===== src/rtl/serial_subtractor.sv =====
// rtl/serial_subtractor.sv - bit-serial two's-complement subtractor, LSB first
//
// Computes oDIFF = iA - iB (mod 2^WIDTH) one bit per clock using a single
// borrow flop. A start/done handshake is used, and the result is held until
// the next operation completes.
//
// Optional feature macro: SERIAL_SUBTRACTOR_OVERFLOW_EN adds oOVF (signed overflow).
//
// Ports:
//   iCLK     in   1      system clock, rising edge
//   iRST     in   1      asynchronous active-high reset
//   iSTART   in   1      request, sampled only in IDLE
//   iA       in   WIDTH  minuend, captured on accepted iSTART
//   iB       in   WIDTH  subtrahend, captured on accepted iSTART
//   oBUSY    out  1      high in SHIFT and DONE
//   oDONE    out  1      one-cycle pulse when the result becomes valid
//   oDIFF    out  WIDTH  iA - iB modulo 2^WIDTH
//   oBORROW  out  1      final borrow out (unsigned iA < iB)
//   oZERO    out  1      oDIFF == 0
//   oOVF     out  1      signed overflow (only with SERIAL_SUBTRACTOR_OVERFLOW_EN)

module serial_subtractor #(
   parameter int WIDTH = 8
) (
   input  logic             iCLK,
   input  logic             iRST,
   input  logic             iSTART,
   input  logic [WIDTH-1:0] iA,
   input  logic [WIDTH-1:0] iB,
   output logic             oBUSY,
   output logic             oDONE,
   output logic [WIDTH-1:0] oDIFF,
   output logic             oBORROW,
`ifdef SERIAL_SUBTRACTOR_OVERFLOW_EN
   output logic             oZERO,
   output logic             oOVF
`else
   output logic             oZERO
`endif
);

   localparam int CW = (WIDTH > 1) ? $clog2(WIDTH) : 1;
   localparam logic [CW-1:0] LAST = CW'(WIDTH - 1);

   typedef enum logic [1:0] {
      IDLE  = 2'd0,
      SHIFT = 2'd1,
      DONE  = 2'd2
   } state_t;

   state_t state;
   state_t nextState;

   logic [WIDTH-1:0] aSr;
   logic [WIDTH-1:0] bSr;
   logic [WIDTH-1:0] resSr;
   logic             borrow;
   logic [CW-1:0]    cnt;

   logic             aBit;
   logic             bBit;
   logic             dBit;
   logic             brNext;
   logic [WIDTH-1:0] resNext;

`ifdef SERIAL_SUBTRACTOR_OVERFLOW_EN
   logic aMsb;
   logic bMsb;
`endif

   // Single full-subtractor cell; the borrow flop stands in for the carry chain.
   always_comb begin
      aBit    = aSr[0];
      bBit    = bSr[0];
      dBit    = aBit ^ bBit ^ borrow;
      brNext  = (~aBit & bBit) | (~(aBit ^ bBit) & borrow);
      // Result bits enter at the MSB so the LSB lands at bit 0 after WIDTH shifts.
      resNext = {dBit, resSr[WIDTH-1:1]};
   end

   always_ff @(posedge iCLK or posedge iRST) begin
      if (iRST) begin
         state <= IDLE;
      end else begin
         state <= nextState;
      end
   end

   always_comb begin
      nextState = state;
      oBUSY     = 1'b0;
      oDONE     = 1'b0;
      case (state)
         IDLE: begin
            if (iSTART) begin
               nextState = SHIFT;
            end
         end
         SHIFT: begin
            oBUSY = 1'b1;
            if (cnt == LAST) begin
               nextState = DONE;
            end
         end
         DONE: begin
            oBUSY     = 1'b1;
            oDONE     = 1'b1;
            nextState = IDLE;
         end
         default: begin
            nextState = IDLE;
         end
      endcase
   end

   always_ff @(posedge iCLK or posedge iRST) begin
      if (iRST) begin
         aSr     <= '0;
         bSr     <= '0;
         resSr   <= '0;
         borrow  <= 1'b0;
         cnt     <= '0;
         oDIFF   <= '0;
         oBORROW <= 1'b0;
         oZERO   <= 1'b0;
`ifdef SERIAL_SUBTRACTOR_OVERFLOW_EN
         aMsb    <= 1'b0;
         bMsb    <= 1'b0;
         oOVF    <= 1'b0;
`endif
      end else begin
         case (state)
            IDLE: begin
               if (iSTART) begin
                  aSr    <= iA;
                  bSr    <= iB;
                  resSr  <= '0;
                  borrow <= 1'b0;
                  cnt    <= '0;
`ifdef SERIAL_SUBTRACTOR_OVERFLOW_EN
                  aMsb   <= iA[WIDTH-1];
                  bMsb   <= iB[WIDTH-1];
`endif
               end
            end
            SHIFT: begin
               aSr    <= aSr >> 1;
               bSr    <= bSr >> 1;
               resSr  <= resNext;
               borrow <= brNext;
               if (cnt == LAST) begin
                  // Visible outputs only change here, so no partial result leaks out.
                  oDIFF   <= resNext;
                  oBORROW <= brNext;
                  oZERO   <= (resNext == '0);
`ifdef SERIAL_SUBTRACTOR_OVERFLOW_EN
                  oOVF    <= (aMsb != bMsb) && (resNext[WIDTH-1] != aMsb);
`endif
               end else begin
                  cnt <= cnt + 1'b1;
               end
            end
            default: begin
            end
         endcase
      end
   end

endmodule


===== config.mk =====
export PLATFORM = sky130hd
export DESIGN_NAME = serial_subtractor
export DESIGN_NICKNAME = d
export VERILOG_FILES = /design/src/rtl/serial_subtractor.sv
export SDC_FILE = /design/constraint.sdc
export NUM_CORES = 1
export LEC_CHECK = 0
export CAP_MARGIN = 5
export CORE_MARGIN = 4
export CORE_UTILIZATION = 45
export CTS_CLUSTER_SIZE = 14
export DETAILED_ROUTE_END_ITERATION = 7
export PLACE_DENSITY = 0.7
export SLEW_MARGIN = 20
export SYNTH_ARGS = -nofsm -noshare
export SYNTH_HDL_FRONTEND = slang
export SYNTH_SLANG_ARGS = --single-unit

===== constraint.sdc =====
create_clock -name iCLK -period 2.4 [get_ports iCLK]
set_input_delay 0.36 -clock iCLK [delete_from_list [all_inputs] [get_ports iCLK]]
set_output_delay 0.36 -clock iCLK [all_outputs]
set_load 0.02 [all_outputs]

==> impl_metrics.xml, run 1 <==
<?xml version="1.0" encoding="UTF-8"?>
<metrics>
  <group name="logic_synthesis">
    <metric name="post-synth-top-area-fraction" unit="">0.5409</metric>
    <metric name="syn-num-nets" unit="">179</metric>
    <metric name="ys_async_sr_fraction" unit="">1.000</metric>
    <metric name="synth_seq_area_share" unit="">0.5409</metric>
    <metric name="syn-instance-count" unit="">153</metric>
    <metric name="ys.warnings.count" unit="">0</metric>
    <metric name="most_common_cell_in_the_netlist" unit="">sky130_fd_sc_hd__dfrtp_1</metric>
    <metric name="synth_cell_types" unit="">23</metric>
    <metric name="synth_area_leaders" unit="">sky130_fd_sc_hd__dfrtp_1 54%, sky130_fd_sc_hd__mux2i_1 7.8%, sky130_fd_sc_hd__a22o_1 5.3%</metric>
    <metric name="syn_area_per_cell" unit="µm²">11.79</metric>
    <metric name="synth_ff_type" unit="">sky130_fd_sc_hd__dfrtp_1</metric>
    <metric name="number_of_enable_type_register_cells_in_the_synthesized_netlist" unit="">0</metric>
    <metric name="ys_seq_elements" unit="">39</metric>
    <metric name="post_synth_instance_area" unit="mm²">0.001804</metric>
    <metric name="netlist.top_cell.by_area" unit="">sky130_fd_sc_hd__dfrtp_1</metric>
    <metric name="synth.top_cells.by_count" unit="">39 x sky130_fd_sc_hd__dfrtp_1, 22 x sky130_fd_sc_hd__nand2_1, 18 x sky130_fd_sc_hd__o21ai_0</metric>
  </group>
  <group name="setup_path">
    <metric name="worst-r2r-cell-count" unit="">5</metric>
    <metric name="crit-reg2reg-capture" unit="">aSr[5]$_DFFE_PP0P_</metric>
    <metric name="required" unit="ps">2040</metric>
    <metric name="cp.arrival" unit="ps">1610</metric>
    <metric name="setup.worst_path.start_class" unit="">register</metric>
    <metric name="worst_setup_path_startpoint" unit="">state[0]$_DFFE_PP0P_</metric>
    <metric name="critical_path.max_fanout" unit="">3</metric>
    <metric name="rrSetupSlack" unit="ps">700</metric>
    <metric name="critPathCapture" unit="">oBUSY</metric>
    <metric name="critical_path.reg2reg.startpoint" unit="">state[0]$_DFFE_PP0P_</metric>
    <metric name="worstSetupEndpointType" unit="">output pin</metric>
    <metric name="path_class" unit="">reg2out</metric>
  </group>
  <group name="clock_tree">
    <metric name="count_of_instances_resized_after_the_clock_tree_is_built" unit="">0</metric>
    <metric name="cts_inserted_buffers" unit="">5</metric>
    <metric name="clk-insertion-delay-late" unit="ps">290</metric>
    <metric name="cts_max_level" unit="">2</metric>
    <metric name="cts_tree" unit="">yes</metric>
    <metric name="clock-sinks" unit="">39</metric>
    <metric name="post_cts_clock_slew_at_the_launch_and_capture_registers_of_the_worst_setup_and_hold_paths" unit="ps">70</metric>
    <metric name="ctsRootBufferMaster" unit="">sky130_fd_sc_hd__clkbuf_8</metric>
    <metric name="cts.hold.buffers_added" unit="">0</metric>
    <metric name="cts-root-to-sink-buffers" unit="">2</metric>
    <metric name="post_cts_buffers" unit="">0</metric>
  </group>
  <group name="sta">
    <metric name="setup_ws_post_layout" unit="ps">429.5</metric>
    <metric name="timing.final.crit_share" unit="">0.8211</metric>
    <metric name="fin_worst_skew" unit="ps">3.247</metric>
    <metric name="totalNegativeSetupSlack" unit="ps">0</metric>
    <metric name="maxClockFrequency" unit="MHz">507.5</metric>
    <metric name="rsz_0062_raised_after_global_routing" unit="">no</metric>
    <metric name="drv_slew" unit="">0</metric>
    <metric name="hold_viol_final" unit="">0</metric>
    <metric name="final.min_clock_period" unit="ps">1971</metric>
    <metric name="slew_headroom" unit="">0.6541</metric>
    <metric name="worst-slew-pin-transition" unit="ps">517.8</metric>
    <metric name="setup_viol_count_final" unit="">0</metric>
  </group>
  <group name="floorplanning">
    <metric name="num_io_pins" unit="">31</metric>
    <metric name="rows" unit="">22</metric>
    <metric name="die_width" unit="µm">71.32</metric>
    <metric name="die_y" unit="µm">71.32</metric>
    <metric name="dieArea" unit="mm²">0.005087</metric>
    <metric name="initial_utilization" unit="">0.4784</metric>
    <metric name="design.core.area" unit="mm²">0.003771</metric>
  </group>
  <group name="layout">
    <metric name="multi_input_area" unit="µm²">730.7</metric>
    <metric name="seqCellArea" unit="µm²">975.9</metric>
    <metric name="insertedDiodeCount" unit="">0</metric>
    <metric name="final_cell_count_no_fill" unit="">233</metric>
    <metric name="fraction_of_final_layout_cells_with_drive_strength_greater_than_1" unit="">0.1243</metric>
    <metric name="layout.filler_cells" unit="">307</metric>
    <metric name="post-route-cell-area" unit="mm²">0.002233</metric>
    <metric name="final_nets" unit="">210</metric>
    <metric name="flow.area_growth_from_synthesis" unit="%">23.79</metric>
  </group>
  <group name="place">
    <metric name="placedInstanceArea" unit="mm²">0.002116</metric>
    <metric name="detailedPlace.worstSlack" unit="ps">656.6</metric>
    <metric name="port-buffer-count" unit="">30</metric>
    <metric name="globalplace.congestion" unit="">0.7038</metric>
    <metric name="hpwl" unit="mm">2.314</metric>
    <metric name="dpl.cell_count" unit="">225</metric>
  </group>
  <group name="worst_hold_path">
    <metric name="worst_hold_path_type" unit="">in2async</metric>
  </group>
  <group name="routing">
    <metric name="avgRoutedWirePerCell" unit="µm">13.46</metric>
    <metric name="detailedRoute.firstIterationViolations" unit="">52</metric>
    <metric name="drt.antenna.violating_nets" unit="">0</metric>
    <metric name="detail_route.drc_violations" unit="">0</metric>
    <metric name="finalWirelength" unit="mm">3.137</metric>
    <metric name="dr_total_vias" unit="">1204</metric>
    <metric name="detail_route.first_pass.iterations" unit="">4</metric>
    <metric name="vias_per_cell" unit="">5.167</metric>
  </group>
  <group name="outcome">
    <metric name="run_status" unit="">finished, final reports clean</metric>
  </group>
  <group name="power">
    <metric name="power_per_cell_area" unit="mW/mm²">1287</metric>
    <metric name="totalPowerFinal" unit="µW">2874</metric>
    <metric name="peakVddDrop" unit="µV">520.2</metric>
    <metric name="p_leak" unit="µW">0.001046</metric>
  </group>
  <group name="global_route">
    <metric name="grt_pass1_wl" unit="mm">5.644</metric>
    <metric name="gr-usage-all-layers" unit="">0.1406</metric>
    <metric name="grt_antenna_before_repair" unit="">0</metric>
    <metric name="grt_max_degree" unit="">41</metric>
    <metric name="grt_overflow_total" unit="">0</metric>
    <metric name="grt_pass1_vias" unit="">1229</metric>
  </group>
  <group name="flow_run">
    <metric name="drv_cap" unit="">0</metric>
  </group>
</metrics>
area by class of cell:
cell class | instances | area share
sequential | 39 | 0.4370
multi-input combinational | 98 | 0.3272
timing repair buffer | 33 | 0.1445
clock buffer | 6 | 0.03697
tap | 48 | 0.02689
clock inverter | 2 | 0.01569
inverter | 7 | 0.01176
stage by stage:
step | utilization | hold WS (ps)
2_1_floorplan | - | 449.6
3_3_place_gp | 0.5610 | 460.1
3_5_place_dp | 0.5610 | 471.0
4_1_cts | 0.5922 | 488.0
5_1_grt | 0.5922 | 510.3
6_report | 0.5922 | 480.3
cells in the final DEF (no fill, tap or decap):
| master | count |
|---|---|
| sky130_fd_sc_hd__mux2_2 | 8 |
| sky130_fd_sc_hd__clkbuf_8 | 6 |
| sky130_fd_sc_hd__inv_1 | 7 |
| sky130_fd_sc_hd__a21oi_1 | 1 |
| sky130_fd_sc_hd__nor2b_4 | 1 |
| sky130_fd_sc_hd__mux2_1 | 1 |
| sky130_fd_sc_hd__o21ai_1 | 4 |
| sky130_fd_sc_hd__nor4_1 | 2 |
| sky130_fd_sc_hd__nor2b_1 | 1 |
| sky130_fd_sc_hd__nand2b_1 | 4 |
| sky130_fd_sc_hd__a22o_1 | 11 |
| sky130_fd_sc_hd__o21ai_0 | 18 |
| sky130_fd_sc_hd__dfrtp_1 | 39 |
| sky130_fd_sc_hd__mux2i_4 | 1 |
| sky130_fd_sc_hd__buf_4 | 3 |
| sky130_fd_sc_hd__nand2_2 | 1 |
| sky130_fd_sc_hd__clkdlybuf4s50_1 | 30 |
| sky130_fd_sc_hd__mux2i_1 | 14 |
| sky130_fd_sc_hd__clkinv_2 | 1 |
| sky130_fd_sc_hd__nand2_1 | 22 |
| sky130_fd_sc_hd__ha_1 | 6 |
| sky130_fd_sc_hd__or2_2 | 1 |
| sky130_fd_sc_hd__o21a_1 | 1 |
| sky130_fd_sc_hd__bufinv_16 | 1 |
| sky130_fd_sc_hd__fa_1 | 1 |
worst max-delay path, stage by stage (launching register included):
cell and delay, ps:
sky130_fd_sc_hd__dfrtp_1 370, sky130_fd_sc_hd__inv_1 80, sky130_fd_sc_hd__ha_1 280, sky130_fd_sc_hd__clkdlybuf4s50_1 590
logic make-up (layout without fill, tap and decap cells):
| family | after synthesis | count (layout) | share of synthesized area |
|---|---|---|---|
| AO/OA/AOI/OAI | 35 | 35 | 0.1214 |
| adder cells (fa/ha/maj) | 7 | 7 | 0.05270 |
| buffers and inverters | 16 | 48 | 0.05409 |
| flip-flops | 39 | 39 | 0.5409 |
| multiplexers | 24 | 24 | 0.1463 |
| AND/OR/NAND/NOR | 32 | 32 | 0.08461 |
report_power, final:
part / internal, µW / switching [µW] / total (µW)
sequential: 931 / 184 / 1110
combinational: 588 / 614 / 1200
clock: 336 / 221 / 557
worst min-delay path by stage:
stage	end	slack, ps	depth (start not counted)
6_report	oDIFF[5]$_DFFE_PP0P_	480	3
4_1_cts	oZERO$_DFFE_PP0P_	490	2
3_3_place_gp	oZERO$_DFFE_PP0P_	460	2
5_1_grt	oBORROW$_DFFE_PP0P_	510	2
3_5_place_dp	oZERO$_DFFE_PP0P_	470	2
2_1_floorplan	aSr[1]$_DFFE_PP0P_	450	2
flip-flops by register name (all words and copies together) (netlist names):
name,flops
aSr,8
bSr,8
borrow,1
cnt,3
oBORROW,1
oDIFF,8
oZERO,1
resSr,7
state,2
per-layer routing:
metal,share of wire,global-route usage,up-vias
met5,0,0,-
met3,0.054,0.04769,2
met4,0.0064,0.04384,0
met2,0.49,0.2173,27
li1,-,-,588
met1,0.45,0.1871,587
No activity file was read; power rests on OpenSTA's default activity.
==> run 2: changes to the inputs <==
--- a/config.mk
+++ b/config.mk
@@ -10,7 +10,7 @@
 export CORE_UTILIZATION = 45
 export CTS_CLUSTER_SIZE = 14
 export DETAILED_ROUTE_END_ITERATION = 7
-export PLACE_DENSITY = 0.7
+export PLACE_DENSITY = 0.72
 export SLEW_MARGIN = 20
 export SYNTH_ARGS = -nofsm -noshare
 export SYNTH_HDL_FRONTEND = slang
==> constraint.sdc (replaced) <==
create_clock -name iCLK -period 1.7 [get_ports iCLK]
set_input_delay 0.255 -clock iCLK [delete_from_list [all_inputs] [get_ports iCLK]]
set_output_delay 0.255 -clock iCLK [all_outputs]
set_load 0.02 [all_outputs]
==> impl_metrics.xml, run 2 (synthesis gave the netlist of run 1 again) <==
<?xml version="1.0" encoding="UTF-8"?>
<metrics>
  <group name="flow_run">
    <metric name="drv_cap" unit="">0</metric>
  </group>
  <group name="floorplanning">
    <metric name="die_y" unit="µm">71.32</metric>
    <metric name="dieArea" unit="mm²">0.005087</metric>
    <metric name="num_io_pins" unit="">31</metric>
    <metric name="initial_utilization" unit="">0.4784</metric>
    <metric name="die_width" unit="µm">71.32</metric>
    <metric name="rows" unit="">22</metric>
    <metric name="design.core.area" unit="mm²">0.003771</metric>
  </group>
  <group name="setup_path">
    <metric name="critical_path.reg2reg.startpoint" unit="">cnt[0]$_DFFE_PP0P_</metric>
    <metric name="rrSetupSlack" unit="ps">70</metric>
    <metric name="critical-path-top-delay-family" unit="">adder cells</metric>
    <metric name="cp.arrival" unit="ps">1800</metric>
    <metric name="crit-reg2reg-capture" unit="">oDIFF[1]$_DFFE_PP0P_</metric>
    <metric name="setup.worst_path.start_class" unit="">register</metric>
    <metric name="path_class" unit="">reg2reg</metric>
    <metric name="critPathMostFrequentCell" unit="">sky130_fd_sc_hd__ha_1</metric>
    <metric name="timing.critical_path.slowest_stage_cell" unit="">sky130_fd_sc_hd__dfrtp_1</metric>
    <metric name="critical_path.n_buffers_inverters" unit="">0</metric>
    <metric name="worst-r2r-cell-count" unit="">4</metric>
    <metric name="required" unit="ps">1870</metric>
    <metric name="critical_path.max_fanout" unit="">12</metric>
    <metric name="crit_path_max_incr_delay" unit="ps">420</metric>
    <metric name="worstSetupEndpointType" unit="">register</metric>
    <metric name="path_cells" unit="">ha_1, ha_1, nand2_2, mux2_2</metric>
  </group>
  <group name="power">
    <metric name="pwr-share-clk" unit="">0.189</metric>
    <metric name="peakVddDrop" unit="µV">695.1</metric>
    <metric name="power_per_cell_area" unit="mW/mm²">1821</metric>
    <metric name="totalPowerFinal" unit="µW">4115</metric>
    <metric name="p_comb_frac" unit="">0.431</metric>
    <metric name="internal_power" unit="µW">2678</metric>
    <metric name="pwr-share-seq" unit="">0.381</metric>
    <metric name="p_leak" unit="µW">0.001063</metric>
    <metric name="power.net_switching" unit="µW">1436</metric>
    <metric name="power_switching_share" unit="">0.3491</metric>
  </group>
  <group name="layout">
    <metric name="insertedDiodeCount" unit="">0</metric>
    <metric name="layout.filler_cells" unit="">297</metric>
    <metric name="largest_registers" unit="">aSr: 8 flops, bSr: 8 flops, oDIFF: 8 flops</metric>
    <metric name="flow.area_growth_from_synthesis" unit="%">25.24</metric>
    <metric name="final_nets" unit="">211</metric>
    <metric name="layout_common_cells" unit="">39 x sky130_fd_sc_hd__dfrtp_1, 28 x sky130_fd_sc_hd__clkdlybuf4s50_1, 22 x sky130_fd_sc_hd__nand2_1</metric>
    <metric name="fraction_of_final_layout_cells_with_drive_strength_greater_than_1" unit="">0.1398</metric>
    <metric name="most_common_cell_after_layout_fill_and_taps_aside" unit="">sky130_fd_sc_hd__dfrtp_1</metric>
  </group>
  <group name="sta">
    <metric name="drv_slew" unit="">0</metric>
    <metric name="setup_viol_count_final" unit="">0</metric>
    <metric name="worst-slew-pin-transition" unit="ps">480.6</metric>
    <metric name="slew_headroom" unit="">0.6796</metric>
    <metric name="totalNegativeSetupSlack" unit="ps">0</metric>
    <metric name="minimum_hold_slack" unit="ps">378.8</metric>
    <metric name="timing.final.crit_share" unit="">0.9581</metric>
    <metric name="rsz_0062_raised_after_global_routing" unit="">yes</metric>
    <metric name="setup_ws_post_layout" unit="ps">71.16</metric>
    <metric name="final.min_clock_period" unit="ps">1629</metric>
    <metric name="hold_viol_final" unit="">0</metric>
    <metric name="maxClockFrequency" unit="MHz">613.9</metric>
    <metric name="fin_worst_skew" unit="ps">2.625</metric>
  </group>
  <group name="global_route">
    <metric name="globalRoute.busiestLayer" unit="">met2</metric>
    <metric name="globalRouteMet3Util" unit="">0.04769</metric>
    <metric name="grt_pass1_vias" unit="">1227</metric>
    <metric name="grt_use_met2" unit="">0.2337</metric>
    <metric name="gr-usage-all-layers" unit="">0.1312</metric>
    <metric name="use_met1" unit="">0.1547</metric>
    <metric name="grt_pass1_wl" unit="mm">5.395</metric>
    <metric name="grt_max_degree" unit="">40</metric>
    <metric name="grt_overflow_total" unit="">0</metric>
    <metric name="grt_antenna_before_repair" unit="">0</metric>
  </group>
  <group name="clock_tree">
    <metric name="ctsRootBufferMaster" unit="">sky130_fd_sc_hd__clkbuf_8</metric>
    <metric name="post_cts_clock_slew_at_the_launch_and_capture_registers_of_the_worst_setup_and_hold_paths" unit="ps">70</metric>
    <metric name="clk-insertion-delay-late" unit="ps">280</metric>
    <metric name="cts_inserted_buffers" unit="">5</metric>
    <metric name="cts-root-to-sink-buffers" unit="">2</metric>
    <metric name="cts_max_level" unit="">2</metric>
    <metric name="clock-sinks" unit="">39</metric>
    <metric name="cts_tree" unit="">yes</metric>
  </group>
  <group name="place">
    <metric name="hpwl" unit="mm">2.264</metric>
    <metric name="detailedPlace.worstSlack" unit="ps">38.23</metric>
    <metric name="globalplace.congestion" unit="">0.7629</metric>
    <metric name="port-buffer-count" unit="">30</metric>
  </group>
  <group name="routing">
    <metric name="detail_route.first_pass.iterations" unit="">2</metric>
    <metric name="avgRoutedWirePerCell" unit="µm">13.02</metric>
    <metric name="detailedRoute.firstIterationViolations" unit="">54</metric>
    <metric name="dr_total_vias" unit="">1201</metric>
    <metric name="finalWirelength" unit="mm">3.046</metric>
    <metric name="vias_per_cell" unit="">5.132</metric>
    <metric name="detail_route.drc_violations" unit="">0</metric>
    <metric name="drt.antenna.violating_nets" unit="">0</metric>
  </group>
  <group name="outcome">
    <metric name="run_status" unit="">finished, final reports clean</metric>
  </group>
  <group name="worst_hold_path">
    <metric name="worst_hold_path_type" unit="">in2async</metric>
  </group>
</metrics>
-- run 2: cell types whose count changed in the layout (fill, tap and decap cells not counted) --
cell                              previous run  this run
sky130_fd_sc_hd__buf_12                      0         1
sky130_fd_sc_hd__buf_4                       3         2
sky130_fd_sc_hd__buf_6                       0         1
sky130_fd_sc_hd__clkdlybuf4s50_1            30        28
sky130_fd_sc_hd__dlygate4sd2_1               0         2
sky130_fd_sc_hd__ha_1                        6         5
sky130_fd_sc_hd__ha_2                        0         1
sky130_fd_sc_hd__nor2b_1                     1         0
sky130_fd_sc_hd__nor2b_2                     0         1
-- run 2: cell type report --
class	instances	area (µm²)	share of cell area
multi-input combinational	98	735.7	0.3256
clock buffer	6	82.58	0.03654
timing repair buffer	34	344.1	0.1523
inverter	7	26.28	0.01163
clock inverter	2	35.03	0.01550
tap	48	60.06	0.02658
sequential	39	975.9	0.4319
-- run 2: through the flow --
| step | util | std cells | area (µm²) |
|---|---|---|---|
| floorplan | - | 153 | 1804 |
| global placement | 0.5664 | 226 | 2136 |
| detailed placement | 0.5664 | 226 | 2136 |
| CTS | 0.5969 | 234 | 2251 |
| global route | 0.5992 | 234 | 2260 |
| finish | 0.5992 | 234 | 2260 |
-- run 2: repair_timing --
item / in CTS / in global routing
pin swaps: 0 / 0
gates resized for setup: 2 / 3
setup buffers: 0 / 0
hold buffers: 0 / 0
setup endpoints to repair: 2 / 27
-- run 2: worst min-delay path, stage by stage --
cell and delay, ps:
sky130_fd_sc_hd__clkdlybuf4s50_1 390, sky130_fd_sc_hd__inv_1 50, sky130_fd_sc_hd__buf_4 400
-- run 2: per-layer routing --
| metal | share of wire | wire length (µm) | vias to the layer above |
|---|---|---|---|
| li1 | - | - | 590 |
| met1 | 0.45 | 1365 | 580 |
| met2 | 0.49 | 1488 | 28 |
| met3 | 0.055 | 167 | 3 |
| met4 | 0.0082 | 25 | 0 |
| met5 | 0 | 0 | - |
-- run 2: worst max path at each step --
stage | endpoint | startpoint | slack [ps] | depth (start not counted)
global route | oDIFF[6]$_DFFE_PP0P_ | cnt[0]$_DFFE_PP0P_ | -30 | 4
global placement | oDIFF[4]$_DFFE_PP0P_ | state[1]$_DFFE_PP0P_ | 100 | 4
CTS | resSr[1]$_DFFE_PP0P_ | state[1]$_DFFE_PP0P_ | 7 | 4
detailed placement | oDIFF[4]$_DFFE_PP0P_ | state[1]$_DFFE_PP0P_ | 40 | 4
floorplan | oDIFF[0]$_DFFE_PP0P_ | cnt[0]$_DFFE_PP0P_ | 200 | 5
finish | oDIFF[1]$_DFFE_PP0P_ | cnt[0]$_DFFE_PP0P_ | 70 | 4
-- run 2: power groups by stage --
| stage | clock (µW) | sequential [µW] | combinational [µW] |
|---|---|---|---|
| finish | 776 | 1570 | 1770 |
| global route | 826 | 1620 | 1980 |
| CTS | 800 | 1570 | 1780 |
| detailed placement | 0 | 1590 | 1780 |
| global placement | 0 | 1560 | 1710 |
| floorplan | 0 | 1610 | 1290 |
==> run 3: changes to the inputs <==
--- a/config.mk
+++ b/config.mk
@@ -10,7 +10,7 @@
 export CORE_UTILIZATION = 45
 export CTS_CLUSTER_SIZE = 14
 export DETAILED_ROUTE_END_ITERATION = 7
-export PLACE_DENSITY = 0.72
+export PLACE_DENSITY = 0.7
 export SLEW_MARGIN = 20
 export SYNTH_ARGS = -nofsm -noshare
 export SYNTH_HDL_FRONTEND = slang
==> constraint.sdc (replaced) <==
create_clock -name iCLK -period 1.65 [get_ports iCLK]
set_input_delay 0.2475 -clock iCLK [delete_from_list [all_inputs] [get_ports iCLK]]
set_output_delay 0.2475 -clock iCLK [all_outputs]
set_load 0.02 [all_outputs]
==> impl_metrics.xml, run 3 (synthesis gave the netlist of run 1 again) <==
<?xml version="1.0" encoding="UTF-8"?>
<metrics>
  <group name="outcome">
    <metric name="run_status" unit="">finished, final reports clean</metric>
  </group>
  <group name="sta">
    <metric name="minimum_hold_slack" unit="ps">362.0</metric>
    <metric name="final.min_clock_period" unit="ps">1564</metric>
    <metric name="timing.final.crit_share" unit="">0.9479</metric>
    <metric name="maxClockFrequency" unit="MHz">639.3</metric>
    <metric name="rsz_0062_raised_after_global_routing" unit="">no</metric>
    <metric name="slew_headroom" unit="">0.6794</metric>
    <metric name="fin_worst_skew" unit="ps">4.807</metric>
    <metric name="hold_viol_final" unit="">0</metric>
    <metric name="setup_viol_count_final" unit="">0</metric>
    <metric name="drv_slew" unit="">0</metric>
    <metric name="setup_ws_post_layout" unit="ps">85.90</metric>
    <metric name="worst-slew-pin-transition" unit="ps">480.9</metric>
  </group>
  <group name="layout">
    <metric name="most_common_cell_after_layout_fill_and_taps_aside" unit="">sky130_fd_sc_hd__dfrtp_1</metric>
    <metric name="final_nets" unit="">211</metric>
    <metric name="largest_registers" unit="">aSr: 8 flops, bSr: 8 flops, oDIFF: 8 flops</metric>
    <metric name="post-route-cell-area" unit="mm²">0.002255</metric>
    <metric name="final_cell_count_no_fill" unit="">234</metric>
    <metric name="layout.filler_cells" unit="">303</metric>
    <metric name="layout_common_cells" unit="">39 x sky130_fd_sc_hd__dfrtp_1, 28 x sky130_fd_sc_hd__clkdlybuf4s50_1, 22 x sky130_fd_sc_hd__nand2_1</metric>
    <metric name="flow.area_growth_from_synthesis" unit="%">24.97</metric>
    <metric name="fraction_of_final_layout_cells_with_drive_strength_greater_than_1" unit="">0.1505</metric>
    <metric name="insertedDiodeCount" unit="">0</metric>
  </group>
  <group name="setup_path">
    <metric name="rrSetupSlack" unit="ps">90</metric>
    <metric name="cp.arrival" unit="ps">1320</metric>
    <metric name="required" unit="ps">1400</metric>
    <metric name="timing.critical_path.slowest_stage_cell" unit="">sky130_fd_sc_hd__dfrtp_1</metric>
    <metric name="worstSetupEndpointType" unit="">output pin</metric>
    <metric name="critical_path.max_fanout" unit="">3</metric>
    <metric name="setup.worst_path.start_class" unit="">register</metric>
    <metric name="crit_path_max_incr_delay" unit="ps">380</metric>
    <metric name="path_cells" unit="">inv_1, ha_1, clkdlybuf4s15_1</metric>
    <metric name="path_class" unit="">reg2out</metric>
  </group>
  <group name="clock_tree">
    <metric name="cts_inserted_buffers" unit="">5</metric>
    <metric name="cts_max_level" unit="">2</metric>
    <metric name="cts_tree" unit="">yes</metric>
    <metric name="clock-sinks" unit="">39</metric>
    <metric name="ctsRootBufferMaster" unit="">sky130_fd_sc_hd__clkbuf_8</metric>
    <metric name="post_cts_clock_slew_at_the_launch_and_capture_registers_of_the_worst_setup_and_hold_paths" unit="ps">80</metric>
    <metric name="cts.hold.buffers_added" unit="">0</metric>
    <metric name="clk-insertion-delay-late" unit="ps">290</metric>
    <metric name="cts-root-to-sink-buffers" unit="">2</metric>
  </group>
  <group name="flow_run">
    <metric name="drv_cap" unit="">0</metric>
  </group>
  <group name="place">
    <metric name="detailedPlace.worstSlack" unit="ps">-8.434</metric>
    <metric name="dpl.cell_count" unit="">226</metric>
    <metric name="placedInstanceArea" unit="mm²">0.002136</metric>
    <metric name="port-buffer-count" unit="">30</metric>
    <metric name="globalplace.congestion" unit="">0.7134</metric>
    <metric name="hpwl" unit="mm">2.260</metric>
  </group>
  <group name="floorplanning">
    <metric name="rows" unit="">22</metric>
    <metric name="initial_utilization" unit="">0.4784</metric>
    <metric name="design.core.area" unit="mm²">0.003771</metric>
    <metric name="num_io_pins" unit="">31</metric>
    <metric name="die_y" unit="µm">71.32</metric>
    <metric name="dieArea" unit="mm²">0.005087</metric>
    <metric name="die_width" unit="µm">71.32</metric>
  </group>
  <group name="routing">
    <metric name="routed_metal_1_wire_length" unit="mm">1.389</metric>
    <metric name="met3_wirelength" unit="µm">156</metric>
    <metric name="detailroute.wirelength.met2" unit="mm">1.470</metric>
    <metric name="detailedRoute.firstIterationViolations" unit="">43</metric>
    <metric name="dr.max_layer_used" unit="">met4</metric>
    <metric name="detail_route.drc_violations" unit="">0</metric>
    <metric name="avgRoutedWirePerCell" unit="µm">13.16</metric>
    <metric name="detail_route.first_pass.iterations" unit="">4</metric>
    <metric name="dr_total_vias" unit="">1188</metric>
    <metric name="finalWirelength" unit="mm">3.080</metric>
    <metric name="drt.antenna.violating_nets" unit="">0</metric>
    <metric name="vias_per_cell" unit="">5.077</metric>
  </group>
  <group name="power">
    <metric name="p_comb_frac" unit="">0.443</metric>
    <metric name="p_leak" unit="µW">0.001056</metric>
    <metric name="pwr-share-clk" unit="">0.169</metric>
    <metric name="totalPowerFinal" unit="µW">4170</metric>
    <metric name="power.net_switching" unit="µW">1512</metric>
    <metric name="power_switching_share" unit="">0.3626</metric>
    <metric name="peakVddDrop" unit="µV">823.3</metric>
    <metric name="power_per_cell_area" unit="mW/mm²">1849</metric>
    <metric name="internal_power" unit="µW">2658</metric>
    <metric name="pwr-share-seq" unit="">0.388</metric>
  </group>
  <group name="global_route">
    <metric name="grt_pass1_vias" unit="">1217</metric>
    <metric name="grt_antenna_before_repair" unit="">0</metric>
    <metric name="grt_max_degree" unit="">44</metric>
    <metric name="grt_pass1_wl" unit="mm">5.375</metric>
    <metric name="grt_overflow_total" unit="">0</metric>
    <metric name="gr-usage-all-layers" unit="">0.1333</metric>
  </group>
  <group name="worst_hold_path">
    <metric name="worst_hold_path_type" unit="">in2async</metric>
  </group>
</metrics>
run 3: cell types whose count changed in the layout (fill, tap and decap cells not counted), sizes merged:
cell	before	now
bufinv	1	0
clkbuf	6	7
clkdlybuf4s15	0	1
clkinv	1	0
clkinvlp	0	1
dlygate4sd2	2	1
run 3: critical path, delay by kind of cell, from the launching register on:
| kind | cells | cell delay (ps) |
|---|---|---|
| DFF | 1 | 380 |
| buffers and inverters | 2 | 370 |
| adders and majority gates | 1 | 290 |
run 3: repair_timing:
item | CTS | global route
setup buffers | 0 | 0
setup endpoints to repair | 4 | 12
pin swaps | 0 | 0
resized for setup | 3 | 6
endpoints found under the hold margin | 0 | 0
run 3: metal layers:
layer / track usage / vias up
met3: 0.03647 / 8
li1: - / 589
met1: 0.1618 / 563
met4: 0.06889 / 0
met2: 0.2163 / 28
met5: 0 / -
run 3: cell type report:
type                            instances  area [µm²]  share of cell area
Multi-Input combinational cell         98       747.0              0.3313
Tap cell                               48       60.06             0.02664
Sequential cell                        39       975.9              0.4329
Inverter                                7       26.28             0.01165
Clock inverter                          1       7.507            0.003330
Timing Repair Buffer                   34       341.6              0.1515
Clock buffer                            7       96.34             0.04273
run 3: final timing paths:
path | end | from | cells past startpoint
max in group asynchronous | state[0]$_DFFE_PP0P_ | iRST | 3
worst max register to register | resSr[3]$_DFFE_PP0P_ | state[0]$_DFFE_PP0P_ | 5
worst max-delay path | oBUSY | state[0]$_DFFE_PP0P_ | 3
worst min-delay path | cnt[2]$_DFFE_PP0P_ | iRST | 3
min in group iCLK | bSr[0]$_DFFE_PP0P_ | bSr[0]$_DFFE_PP0P_ | 2
worst min register to register | bSr[0]$_DFFE_PP0P_ | bSr[0]$_DFFE_PP0P_ | 2
run 3: stage by stage:
step / utilization / setup TNS [ps]
6_report: 0.5979 / 0
5_1_grt: 0.5979 / 0
4_1_cts: 0.5939 / 0
3_5_place_dp: 0.5664 / -8.434
3_3_place_gp: 0.5664 / 0
2_1_floorplan: - / 0
run 3: power by group through the flow:
stage	Clock, µW	Sequential, µW	Combinational [µW]
3_3_place_gp	0	1610	1770
2_1_floorplan	0	1650	1330
5_1_grt	762	1670	2050
4_1_cts	727	1620	1840
3_5_place_dp	0	1630	1840
6_report	704	1620	1850
